<file path="src/rtl/fifo_pkg.sv">
// Shared types for the FIFO read-side stream consumer: word type,
// pointer width of the default buffer and the FSM state encoding.
package fifo_pkg;

  localparam int DATA_W = 14;
  localparam int ADDR_W = 2;

  typedef logic [DATA_W-1:0] word_t;

  typedef enum logic [1:0] {
    IDLE   = 2'd0,
    STREAM = 2'd1,
    FLUSH  = 2'd2
  } rd_state_e;

endpackage

</file>
<file path="src/rtl/fifo_rd_stream_if.sv">
// Bundles the FIFO read port and the outgoing valid/ready stream of the
// read-side consumer. The consumer side uses master, the environment slave.
interface fifo_rd_stream_if;
  import fifo_pkg::*;

  logic  empty;
  word_t fifo_dout;
  logic  r_en;

  // A read is accepted on an edge where r_en & !empty; fifo_dout is valid
  // the following cycle. A stream word moves on an edge where
  // m_valid & m_ready; while m_valid & !m_ready, m_data/m_last hold still.
  word_t m_data;
  logic  m_valid;
  logic  m_ready;
  logic  m_last;

  modport master (
    input  empty, fifo_dout, m_ready,
    output r_en, m_data, m_valid, m_last
  );

  modport slave (
    output empty, fifo_dout, m_ready,
    input  r_en, m_data, m_valid, m_last
  );

endinterface

</file>
<file path="src/rtl/fifo_rd_skid.sv">
// Circular output buffer: captures FIFO read data, presents the oldest
// entry at head and tracks occupancy. Callers never push when full.
module fifo_rd_skid
  import fifo_pkg::*;
#(
  parameter int DEPTH = 3,
  parameter int OCC_W = $clog2(DEPTH + 1)
) (
  input  logic             rclk,
  input  logic             rst,
  input  logic             push,
  input  logic             pop,
  input  word_t            din,
  output word_t            head,
  output logic [OCC_W-1:0] occ
);

  localparam int PTR_W = (DEPTH > 1) ? $clog2(DEPTH) : 1;
  localparam logic [PTR_W-1:0] LAST_PTR = PTR_W'(DEPTH - 1);

  word_t            mem [DEPTH];
  logic [PTR_W-1:0] wr_ptr;
  logic [PTR_W-1:0] rd_ptr;

  always_ff @(posedge rclk or negedge rst) begin
    if (!rst) begin
      for (int i = 0; i < DEPTH; i++) mem[i] <= '0;
      wr_ptr <= '0;
      rd_ptr <= '0;
      occ    <= '0;
    end else begin
      if (push) begin
        mem[wr_ptr] <= din;
        wr_ptr      <= (wr_ptr == LAST_PTR) ? '0 : wr_ptr + 1'b1;
      end
      if (pop) begin
        rd_ptr <= (rd_ptr == LAST_PTR) ? '0 : rd_ptr + 1'b1;
      end
      case ({push, pop})
        2'b10:   occ <= occ + 1'b1;
        2'b01:   occ <= occ - 1'b1;
        default: occ <= occ;
      endcase
    end
  end

  // Entries are zeroed at reset so the idle head reads as 0.
  assign head = mem[rd_ptr];

endmodule

</file>
<file path="src/rtl/fifo_rd_stream.sv">
// Read-side FIFO consumer: issues r_en, absorbs the one-cycle read latency
// into a small buffer and presents a framed valid/ready stream.
module fifo_rd_stream
  import fifo_pkg::*;
#(
  parameter  int BUF_DEPTH = 3,
  parameter  int PKT_LEN   = 8,
  parameter  int CNT_W     = 16,
  localparam int OCC_W     = $clog2(BUF_DEPTH + 1)
) (
  input  logic                rclk,
  input  logic                rst,
  input  logic                en,
  fifo_rd_stream_if.master    bus,
  output logic [CNT_W-1:0]    rd_count,
  output logic                busy,
  output rd_state_e           dbg_state,
  output logic [OCC_W-1:0]    dbg_occ,
  output logic                dbg_inflight
);

  localparam logic [OCC_W:0] DEPTH_L  = (OCC_W + 1)'(BUF_DEPTH);
  localparam logic [7:0]     LAST_IDX = 8'(PKT_LEN - 1);

  rd_state_e        state;
  rd_state_e        state_nxt;
  logic             inflight;
  logic             accept;
  logic             pop;
  logic             room;
  logic [7:0]       pkt_cnt;
  logic [OCC_W-1:0] occ;
  word_t            head;

  // Room counts the word already in flight, so r_en never needs m_ready.
  assign room     = ({1'b0, occ} + {{OCC_W{1'b0}}, inflight}) < DEPTH_L;
  assign bus.r_en = (state == STREAM) && !bus.empty && room;
  assign accept   = bus.r_en && !bus.empty;

  assign bus.m_valid = (occ != '0);
  assign pop         = bus.m_valid && bus.m_ready;
  assign bus.m_data  = head;
  assign bus.m_last  = bus.m_valid && (pkt_cnt == LAST_IDX);

  fifo_rd_skid #(
    .DEPTH (BUF_DEPTH),
    .OCC_W (OCC_W)
  ) u_skid (
    .rclk (rclk),
    .rst  (rst),
    .push (inflight),
    .pop  (pop),
    .din  (bus.fifo_dout),
    .head (head),
    .occ  (occ)
  );

  always_ff @(posedge rclk or negedge rst) begin
    if (!rst) state <= IDLE;
    else      state <= state_nxt;
  end

  always_comb begin
    state_nxt = state;
    case (state)
      IDLE:    if (en) state_nxt = STREAM;
      STREAM:  if (!en) state_nxt = FLUSH;
      FLUSH: begin
        if (en)                               state_nxt = STREAM;
        else if (!inflight && (occ == '0))    state_nxt = IDLE;
      end
      default: state_nxt = IDLE;
    endcase
  end

  always_ff @(posedge rclk or negedge rst) begin
    if (!rst) begin
      inflight <= 1'b0;
      pkt_cnt  <= 8'd0;
      rd_count <= '0;
    end else begin
      inflight <= accept;
      if (inflight) rd_count <= rd_count + 1'b1;
      if (pop) pkt_cnt <= (pkt_cnt == LAST_IDX) ? 8'd0 : pkt_cnt + 8'd1;
    end
  end

  assign busy         = (state != IDLE);
  assign dbg_state    = state;
  assign dbg_occ      = occ;
  assign dbg_inflight = inflight;

endmodule

</file>
<file path="src/flat_wrapper.sv">
// flat-port wrapper written by rule: the top's interface ports become plain ports
module fifo_rd_stream_flat import fifo_pkg::*;
#(
  parameter  int BUF_DEPTH = 3,
  parameter  int PKT_LEN   = 8,
  parameter  int CNT_W     = 16,
  localparam int OCC_W     = $clog2(BUF_DEPTH + 1)
)
  (rclk, rst, en, rd_count, busy, dbg_state, dbg_occ, dbg_inflight, bus_empty, bus_fifo_dout, bus_m_ready, bus_r_en, bus_m_data, bus_m_valid, bus_m_last);
  fifo_rd_stream_if bus_i ();
  input  logic rclk;
  input  logic rst;
  input  logic en;
  output logic [CNT_W-1:0] rd_count;
  output logic busy;
  output rd_state_e dbg_state;
  output logic [OCC_W-1:0] dbg_occ;
  output logic dbg_inflight;
  input wire logic [$bits(bus_i.empty)-1:0] bus_empty;
  input wire logic [$bits(bus_i.fifo_dout)-1:0] bus_fifo_dout;
  input wire logic [$bits(bus_i.m_ready)-1:0] bus_m_ready;
  output wire logic [$bits(bus_i.r_en)-1:0] bus_r_en;
  output wire logic [$bits(bus_i.m_data)-1:0] bus_m_data;
  output wire logic [$bits(bus_i.m_valid)-1:0] bus_m_valid;
  output wire logic [$bits(bus_i.m_last)-1:0] bus_m_last;
  assign bus_i.empty = bus_empty;
  assign bus_i.fifo_dout = bus_fifo_dout;
  assign bus_i.m_ready = bus_m_ready;
  assign bus_r_en = bus_i.r_en;
  assign bus_m_data = bus_i.m_data;
  assign bus_m_valid = bus_i.m_valid;
  assign bus_m_last = bus_i.m_last;
  fifo_rd_stream #(.BUF_DEPTH(BUF_DEPTH), .PKT_LEN(PKT_LEN), .CNT_W(CNT_W)) u_core (.rclk(rclk), .rst(rst), .en(en), .bus(bus_i), .rd_count(rd_count), .busy(busy), .dbg_state(dbg_state), .dbg_occ(dbg_occ), .dbg_inflight(dbg_inflight));
endmodule
</file>
<file path="config.mk">
export PLATFORM = sky130hd
export DESIGN_NAME = fifo_rd_stream_flat
export DESIGN_NICKNAME = d
export VERILOG_FILES = /design/src/rtl/fifo_pkg.sv /design/src/rtl/fifo_rd_stream_if.sv /design/src/rtl/fifo_rd_skid.sv /design/src/rtl/fifo_rd_stream.sv /design/src/flat_wrapper.sv
export SDC_FILE = /design/constraint.sdc
export NUM_CORES = 1
export LEC_CHECK = 0
export CORE_MARGIN = 2
export CORE_UTILIZATION = 53
export CTS_CLUSTER_SIZE = 30
export DETAILED_ROUTE_END_ITERATION = 12
export PLACE_DENSITY = 0.81
export SLEW_MARGIN = 10
export SYNTH_ARGS = -nofsm -noshare
export SYNTH_HDL_FRONTEND = slang
export SYNTH_HIERARCHICAL = 1
export SYNTH_SLANG_ARGS = --single-unit
</file>
<file path="constraint.sdc">
create_clock -name rclk -period 1.66 [get_ports rclk]
set_clock_uncertainty 0.05 [all_clocks]
set_input_delay 0.332 -clock rclk [delete_from_list [all_inputs] [get_ports rclk]]
set_output_delay 0.332 -clock rclk [all_outputs]
set_load 0.02 [all_outputs]
</file>
==> results of run 1 <==
area by class of cell:
class,count,share of cell area
clock buffer,11,0.0310
clock inverter,5,0.0154
inverter,3,0.00231
multi-input combinational,183,0.337
sequential,75,0.385
tap,77,0.0197
timing repair buffer,107,0.209
where the power goes:
group / switching [mW] / internal, mW
registers: 0.555 / 2.56
clock network: 0.652 / 0.921
logic: 2.08 / 2.54
what timing repair did:
| action | CTS | global route |
|---|---|---|
| hold buffers | 1 | 0 |
| cloned | 0 | 0 |
| resized for setup | 137 | 66 |
| pin swaps | 7 | 13 |
| hold endpoints to repair | 21 | 0 |
| setup endpoints to repair | 39 | 49 |
| buffers inserted | 7 | 8 |
critical path, stage by stage (launching register included):
cell     delay, ns
dfrtp_2       0.42
buf_4         0.14
buf_6         0.11
buf_6         0.12
or2_4         0.23
nor3b_2       0.15
buf_4         0.15
metrics by stage:
stage	utilization	cells	power [mW]	setup TNS [ns]	area, sq um
6_report	0.782	461	9.31	-3.98	4880
3_5_place_dp	0.695	431	6.82	-4.20	4340
3_3_place_gp	0.695	431	6.68	-4.03	4340
2_1_floorplan	-	270	5.19	-0.0546	3420
4_1_cts	0.740	455	8.50	-2.86	4620
5_1_grt	0.782	461	9.80	-6.19	4880
layout by cell type (no fill, tap or decap), drive strengths merged, types with 5 or more instances in the layout:
master          n
o21ai          19
dfrtp          75
dlygate4sd2    19
nor2           11
clkbuf         11
buf            69
clkdlybuf4s50  17
nand4           5
mux2i          14
xnor2          13
nand2          31
nand3           9
mux2           45
ha              5
xor2           10
nor3            5
how the worst max path moves through the flow:
stage	startpoint	end	slack [ns]	cells past startpoint
2_1_floorplan	u_core/u_skid/occ[0]	bus_r_en	-0.05	3
3_3_place_gp	u_core/u_skid/occ[0]	bus_r_en	-0.44	4
3_5_place_dp	u_core/u_skid/occ[0]	bus_r_en	-0.46	4
4_1_cts	u_core/u_skid/occ[0]	bus_r_en	-0.38	4
5_1_grt	u_core/u_skid/occ[0]	bus_r_en	-0.44	4
6_report	u_core/u_skid/occ[0]	bus_m_last	-0.38	6
state kept, by name, summed over array words and instances (netlist names):
signal / count
u_core/pkt_cnt: 8
u_core/dbg_state: 2
u_core/rd_count: 16
u_core/u_skid/occ: 2
u_core/u_skid/rd_ptr: 2
u_core/u_skid/wr_ptr: 2
u_core/u_skid/mem: 42
u_core/dbg_inflight: 1
cells by family (layout without fill, tap and decap cells):
kind of cell / Yosys count / in the layout / share of synthesized area
XOR/XNOR: 23 / 23 / 0.0597
multiplexers: 59 / 59 / 0.203
flip-flops: 75 / 75 / 0.556
AND/OR/NAND/NOR: 72 / 72 / 0.103
buffers and inverters: 12 / 126 / 0.0185
AO/OA/AOI/OAI: 24 / 24 / 0.0404
adder cells (fa/ha/maj): 5 / 5 / 0.0185
routing by layer:
| metal | wire length (microns) | vias to the layer above |
|---|---|---|
| met3 | 286 | 8 |
| met2 | 4010 | 46 |
| li1 | - | 1157 |
| met1 | 3060 | 1231 |
| met5 | 0 | - |
| met4 | 85 | 0 |
==> metrics.md, run 1 <==
| Metric | Value |
|---|---|
| R2R Path Start | u_core/u_skid/occ[0] |
| GRT met3 Usage | 0.0475 |
| Antenna violations before repair | 0 |
| Synth Warn # | 6 |
| Post-synth top area cell | dfrtp_1 |
| Primary FF master, synth | dfrtp_1 |
| Final routed DRC violation total | 0 |
| Ys async rst share | 1.00 |
| Initial core utilization | 0.540 |
| CTS tree | built |
| Die X | 83.8 microns |
| Arr. time, crit path | 1.66 ns |
| Num CTS Buffers | 9 |
| Drt wl/cell | 16.1 microns |
| Post-synth EDFFs | 0 |
| DRT iter0 DRCs | 80 |
| Slew Limit Fails | 0 |
| Antenna diodes | 0 |
| Post-DP HPWL | 4660 microns |
| Die height | 83.8 microns |
| Final setup margin | -0.380 ns |
| Failing checks | negative setup slack |
| Placer Congestion | 0.817 |
| Post-Syn Area | 3370 sq um |
| Max Clk Rate | 490 MHz |
| Clock sink total | 75 |
| FF-to-FF End | u_core/u_skid/occ[1] |
| Gr usage total | 0.207 |
| Count leader, synth | dfrtp_1 |
| Setup CP Type | reg -> out |
| RSZ-0062 raised after global routing | true |
| Leak | 2.33 nW |
| CP max FO | 4 |
| Mean Syn Cell Area | 12.5 sq um |
| Worst-Margin Slew | 0.433 ns |
| Total gr overflow | 0 |
| Cells after Synth | 270 |
| Fin nets | 403 |
| Synth cell count leaders | dfrtp_1 (75), mux2_2 (35), nand2_1 (31) |
| Setup crit end kind | output pin |
| Clk_lat worst skew | 0.34 ns |
| Io pins | 58 |
| Reg-to-reg slack, setup | -0.23 ns |
| ANT nets after route | 0 |
| Fill count | 381 |
| R2r worst-path depth | 10 |
| CTS max path bufs | 2 |
| Dpl ws | -0.460 ns |
| Pwr per Cell Area | 1910 nW/um^2 |
| Number of global-route vias before repair | 2531 |
| Final hold slack | 0.375 ns |
| Max-slew headroom | 0.704 |
| Final Hold Viols | 0 |
| Maximum vdd ir drop | 1190 uV |
| Tightest Hold Check Type | in -> async |
| Top post-synthesis cells by area | dfrtp_1 (56%), mux2_2 (12%), mux2_4 (4.5%), mux2i_1 (4.2%), nand2_1 (3.4%) |
| Via total after detailed routing | 2442 |
| DRT Pass-1 Iters | 4 |
| Max_cap viols | 0 |
| Period utilization | 1.23 |
| Clk slew on worst S/H paths | 0.08 ns |
| Area of the core | 6240 sq um |
| GR peak layer | met2 |
| Yosys cell types | 32 |
| Synthesized Nets | 294 |
| Root buf cell | clkbuf_8 |
| Share of cells above drive strength 1 | 0.477 |
| Required @ worst endpoint | 1.28 ns |
| Startpoint Class | register |
| FF+latch count, synth | 75 |
| Met2 Use GR | 0.369 |
| Std-Cell Rows | 29 |
| Yosys top cell area share | 0.556 |
| Multi-input gate area | 1650 sq um |
| DR vias/cell | 5.30 |
| Register area share after synthesis | 0.556 |
| Outcome | finished, violations left |
| M1 GR Usage | 0.245 |
| First-pass GRT wire length | 11500 microns |
| Register area | 1880 sq um |
| H-Tree Depth | 3 |
| P&R area growth vs syn | 44.8% |
| Die area | 7020 sq um |
| Largest net degree at the start of global routing | 39 |
| I/O Buffers | 57 |
| Final setup violation count | 30 |
| Final wirelength | 7440 microns |
| Fin crit period | 2.04 ns |
Note: power is estimated with default switching activity, not from simulation.
==> inputs of run 2 (changes only) <==
--- a/config.mk
+++ b/config.mk
@@ -5,7 +5,6 @@
 export SDC_FILE = /design/constraint.sdc
 export NUM_CORES = 1
 export LEC_CHECK = 0
-export CORE_MARGIN = 2
 export CORE_UTILIZATION = 53
 export CTS_CLUSTER_SIZE = 30
 export DETAILED_ROUTE_END_ITERATION = 12
==> run 2 against run 1 <==
Compared with the run above: the run still ends with negative setup slack left; core utilization rose by 4.9 points; register-to-register slack gained 0.11 ns; first-iteration DRC count is 48% higher; global-route usage grew 5.7 points; combinational power rose by 2%; hold slack lost 0.013 ns; critical endpoint is now bus_r_en; design area up 2.6%; sequential share of layout area shrank 0.99 points; via count is 4.0% higher; largest cell class unchanged; die area fell by 4.7%; clock power up 17%.
==> metrics.md, run 2 (synthesis results as in run 1) <==
| Metric | Value |
|---|---|
| Initial core utilization | 0.560 |
| Placer Congestion | 0.822 |
| Sw Share | 0.352 |
| Slew Limit Fails | 0 |
| Num CTS Buffers | 9 |
| Final Hold Viols | 0 |
| Root buf cell | clkbuf_8 |
| I/O Buffers | 57 |
| Antenna violations before repair | 0 |
| Combinational share of power | 0.486 |
| Clock sink total | 75 |
| Inst Count DP | 429 |
| RSZ-0062 raised after global routing | true |
| Startpoint Class | register |
| Pwr per Cell Area | 1930 nW/um^2 |
| Std-Cell Rows | 28 |
| Failing checks | negative setup slack |
| Max_cap viols | 0 |
| ANT nets after route | 0 |
| Maximum vdd ir drop | 1390 uV |
| H-Tree Depth | 3 |
| Die height | 81.8 microns |
| Clk_lat worst skew | 0.35 ns |
| DRT iter0 DRCs | 118 |
| Outcome | finished, violations left |
| R2r worst-path depth | 6 |
| Final wirelength | 8620 microns |
| Final setup margin | -0.398 ns |
| Clock power share | 0.190 |
| Drt wl/cell | 18.3 microns |
| Largest regs | u_core/u_skid/mem: 42 flops, u_core/rd_count: 16 flops, u_core/pkt_cnt: 8 flops |
| Leak | 2.37 nW |
| Post-DP HPWL | 5020 microns |
| Die area | 6690 sq um |
| Largest reg by FF count | u_core/u_skid/mem |
| Arr. time, crit path | 1.68 ns |
| Final routed DRC violation total | 0 |
| CTS tree | built |
| Via total after detailed routing | 2539 |
| Final std cells w/o fill | 470 |
| Tightest Hold Check Type | in -> async |
| P&R area growth vs syn | 48.6% |
| NetSw | 3.41 mW |
| Number of global-route vias before repair | 2601 |
| Max-slew headroom | 0.751 |
| Max Clk Rate | 486 MHz |
| Total gr overflow | 0 |
| Internal Power | 6.26 mW |
| DR vias/cell | 5.40 |
| Dpl ws | -0.477 ns |
| Most frequent cells in the layout | dfrtp_1 (72), buf_4 (47), mux2_2 (34) |
| Period utilization | 1.24 |
| Fin nets | 414 |
| Antenna diodes | 0 |
| CP max FO | 2 |
| Io pins | 58 |
| Max reg flops | 42 |
| First-pass GRT wire length | 12700 microns |
| DRT Pass-1 Iters | 4 |
| Setup CP Type | reg -> out |
| Final core occ | 0.832 |
| Share of cells above drive strength 1 | 0.484 |
| Final hold slack | 0.362 ns |
| Setup crit end kind | output pin |
| Required @ worst endpoint | 1.28 ns |
| Clk slew on worst S/H paths | 0.08 ns |
| Gr usage total | 0.265 |
| Flop pwr share | 0.324 |
| Fin crit period | 2.06 ns |
| Area of the core | 6030 sq um |
| Setup TNS | -4.25 ns |
| Final setup violation count | 31 |
| Die X | 81.8 microns |
| CTS max path bufs | 2 |
| Most common cell after layout, fill and taps aside | dfrtp_1 |
| Largest net degree at the start of global routing | 25 |
| Worst-Margin Slew | 0.364 ns |
==> run 2: cell types whose count changed in the layout (fill, tap and decap cells not counted), moves of 2 or more <==
cell | previous run | this run
buf_4 | 38 | 47
bufinv_16 | 2 | 4
clkbuf_8 | 11 | 9
clkinv_2 | 3 | 1
clkinvlp_4 | 0 | 3
inv_2 | 3 | 1
o21ai_1 | 4 | 6
o21ai_2 | 11 | 8
xnor2_1 | 10 | 12
xnor2_2 | 3 | 1
==> run 2: path summary, 6_finish.rpt <==
kind                                startpoint                      end  slack [ns]
setup reg to reg           u_core/dbg_inflight     u_core/u_skid/mem[9]       -0.12
min in group rclk          u_core/rd_count[15]      u_core/rd_count[15]        0.42
hold / removal                             rst    u_core/u_skid/mem[11]        0.36
max in group asynchronous                  rst  u_core/u_skid/rd_ptr[1]        0.63
hold reg to reg            u_core/rd_count[15]      u_core/rd_count[15]        0.42
setup / recovery           u_core/dbg_inflight                 bus_r_en       -0.40
==> run 2: repair_timing <==
item	4_1_cts	5_1_grt
hold buffers	1	0
setup buffers	13	11
pin swaps	10	7
cloned	0	1
gates resized for setup	151	47
endpoints found under the setup margin	50	51
hold endpoints to repair	21	0
==> run 2: through the flow <==
| step | area [sq um] | power (mW) |
|---|---|---|
| 2_1_floorplan | 3420 | 5.19 |
| 3_3_place_gp | 4340 | 6.66 |
| 3_5_place_dp | 4340 | 6.84 |
| 4_1_cts | 4760 | 9.09 |
| 5_1_grt | 5010 | 10.1 |
| 6_report | 5010 | 9.66 |
==> run 2: power groups by stage <==
stage                     combinational (mW)  sequential, mW  clock (mW)
after floorplan                         2.08            3.11           0
after global placement                  3.67            2.99           0
after detailed placement                3.80            3.03           0
after CTS                               4.20            3.04        1.86
after global routing                    4.99            3.20        1.93
final                                   4.69            3.13        1.84
==> run 2: cell type report <==
cell class	count	area, sq um
flip-flops and latches	75	1880
clock inverters	7	140
multi-input cells	183	1630
well taps	75	93.8
clock buffers	9	124
inverters	3	17.5
repair buffers	118	1120
fillers	313	1010
==> run 2: worst max-delay path, cell delays in order, from the launching register on <==
cell	delay, ns
dfrtp_2	0.42
ha_2	0.19
ha_4	0.23
a2111oi_4	0.29
buf_4	0.20
==> run 2: layer usage <==
| layer | share of wire | track usage |
|---|---|---|
| met5 | 0 | 0 |
| met4 | 0.024 | 0.0947 |
| met3 | 0.043 | 0.0711 |
| met2 | 0.54 | 0.469 |
| met1 | 0.39 | 0.305 |
==> inputs of run 3 (changes only) <==
--- a/config.mk
+++ b/config.mk
@@ -8,7 +8,7 @@
 export CORE_UTILIZATION = 53
 export CTS_CLUSTER_SIZE = 30
 export DETAILED_ROUTE_END_ITERATION = 12
-export PLACE_DENSITY = 0.81
+export PLACE_DENSITY = 0.92
 export SLEW_MARGIN = 10
 export SYNTH_ARGS = -nofsm -noshare
 export SYNTH_HDL_FRONTEND = slang
==> run 3 against run 2 <==
Compared with the run above: the run still ends with negative setup slack left; die area stayed put; core utilization stayed put; sequential share of layout area unchanged; count of clock-buffer cells in the layout is 5 higher; global-route usage up 2.4 points; critical path type unchanged.
==> metrics.md, run 3 (synthesis results as in run 1) <==
| Metric | Value |
|---|---|
| Max_cap viols | 0 |
| Slew Limit Fails | 0 |
| Final hold slack | 0.399 ns |
| CTS tree | built |
| Root buf cell | clkbuf_8 |
| Max-slew headroom | 0.730 |
| Share of cells above drive strength 1 | 0.468 |
| Startpoint Class | register |
| DR vias/cell | 5.66 |
| CP top delay family | flip-flops |
| Post-DP HPWL | 5150 microns |
| Worst-Margin Slew | 0.405 ns |
| I/O Buffers | 57 |
| Buf+Inv Stages, Crit Path | 1 |
| First-pass GRT wire length | 13900 microns |
| FF-to-FF End | u_core/u_skid/mem[2] |
| Io pins | 58 |
| Number of global-route vias before repair | 2797 |
| Failing checks | negative setup slack |
| Via total after detailed routing | 2638 |
| Sw Share | 0.380 |
| Dpl ws | -0.460 ns |
| Final core occ | 0.832 |
| Largest regs | u_core/u_skid/mem: 42 flops, u_core/rd_count: 16 flops, u_core/pkt_cnt: 8 flops |
| Critical path's most frequent cell | ha_4 |
| Fin crit period | 2.07 ns |
| Antenna violations before repair | 0 |
| Clock sink total | 75 |
| Die height | 81.8 microns |
| Antenna diodes | 0 |
| Final wirelength | 9900 microns |
| Reg-to-reg slack, setup | -0.12 ns |
| DRT Pass-1 Iters | 4 |
| Max Clk Rate | 484 MHz |
| R2R Path Start | u_core/dbg_inflight |
| Initial core utilization | 0.560 |
| Final setup margin | -0.406 ns |
| Num CTS Buffers | 9 |
| Largest net degree at the start of global routing | 37 |
| Internal Power | 5.87 mW |
| Final routed DRC violation total | 0 |
| Fin nets | 410 |
| Area of the core | 6030 sq um |
| Outcome | finished, violations left |
| Leak | 2.43 nW |
| Pwr per Cell Area | 1890 nW/um^2 |
| Setup crit end kind | output pin |
| Drt wl/cell | 21.2 microns |
| Clk slew on worst S/H paths | 0.07 ns |
| Placer Congestion | 0.847 |
| Clock power share | 0.137 |
| Cell Chain, Critical Path | ha_4 > ha_4 > a2111oi_4 > buf_4 |
| Total gr overflow | 0 |
| Setup CP Type | reg -> out |
| Final Hold Viols | 0 |
| RSZ-0062 raised after global routing | true |
| Maximum vdd ir drop | 1160 uV |
| Arr. time, crit path | 1.68 ns |
| Most frequent cells in the layout | dfrtp_1 (72), buf_4 (42), buf_6 (24), mux2_4 (24), nand2_1 (23) |
| Critical path's slowest cell | dfrtp_2 |
| Required @ worst endpoint | 1.28 ns |
| Max reg flops | 42 |
| H-Tree Depth | 3 |
| Max incr delay on CP | 0.43 ns |
| Largest reg by FF count | u_core/u_skid/mem |
| Flop pwr share | 0.341 |
| Die X | 81.8 microns |
| Gr usage total | 0.289 |
| Most common cell after layout, fill and taps aside | dfrtp_1 |
| Period utilization | 1.24 |
| R2r worst-path depth | 7 |
| CP max FO | 2 |
| CTS max path bufs | 2 |
| ANT nets after route | 0 |
| NetSw | 3.59 mW |
| DRT iter0 DRCs | 184 |
| Tightest Hold Check Type | in -> async |
| P&R area growth vs syn | 48.6% |
| Final setup violation count | 47 |
| Std-Cell Rows | 28 |
| Combinational share of power | 0.523 |
| Die area | 6690 sq um |
| Clk_lat worst skew | 0.35 ns |
## run 3: worst reg2reg max path, cell delays in order, from the launching register on
cell and delay [ns]:
dfrtp_2 0.40, buf_4 0.11, buf_4 0.10, buf_8 0.11, inv_4 0.05, or3_4 0.38, buf_12 0.17, mux2_4 0.30
## run 3: cell type report
cell class	instances	area (sq um)
sequential	75	1880
multi-input combinational	183	1730
clock buffer	14	163
fill	288	1010
tap	75	93.8
clock inverter	2	10.0
inverter	3	13.8
timing repair buffer	114	1120
## run 3: worst max path at each step
stage                         start       end  slack [ns]  cells past startpoint
2_1_floorplan  u_core/u_skid/occ[0]  bus_r_en       -0.05                      3
3_3_place_gp   u_core/u_skid/occ[0]  bus_r_en       -0.43                      4
3_5_place_dp   u_core/u_skid/occ[0]  bus_r_en       -0.46                      4
4_1_cts         u_core/dbg_inflight  bus_r_en       -0.36                      4
5_1_grt         u_core/dbg_inflight  bus_r_en       -0.45                      4
6_report        u_core/dbg_inflight  bus_r_en       -0.41                      4
## run 3: power groups by stage
stage	sequential, mW	clock, mW	combinational (mW)
2_1_floorplan	3.11	0	2.08
3_3_place_gp	2.99	0	3.67
3_5_place_dp	3.05	0	3.84
4_1_cts	3.08	1.27	4.28
5_1_grt	3.28	1.37	5.21
6_report	3.23	1.29	4.95
## run 3: timing repair
item,CTS,global route
endpoints found under the setup margin,41,62
cloned,1,1
hold endpoints to repair,28,0
pin swaps,9,20
setup buffers,15,14
hold buffers,1,0
resized for setup,167,58
## run 3: per-layer routing
layer / share of wire / track usage
met5: 0 / 0
met4: 0.023 / 0.102
met3: 0.044 / 0.0678
met2: 0.53 / 0.523
met1: 0.40 / 0.329
## run 3: per-stage QoR
stage	cells	setup TNS [ns]	power, mW	area (sq um)
floorplan	270	-0.0546	5.19	3420
global placement	426	-4.24	6.66	4330
detailed placement	426	-5.28	6.88	4330
CTS	458	-3.45	8.63	4730
global route	466	-9.02	9.86	5010
finish	466	-5.86	9.46	5010
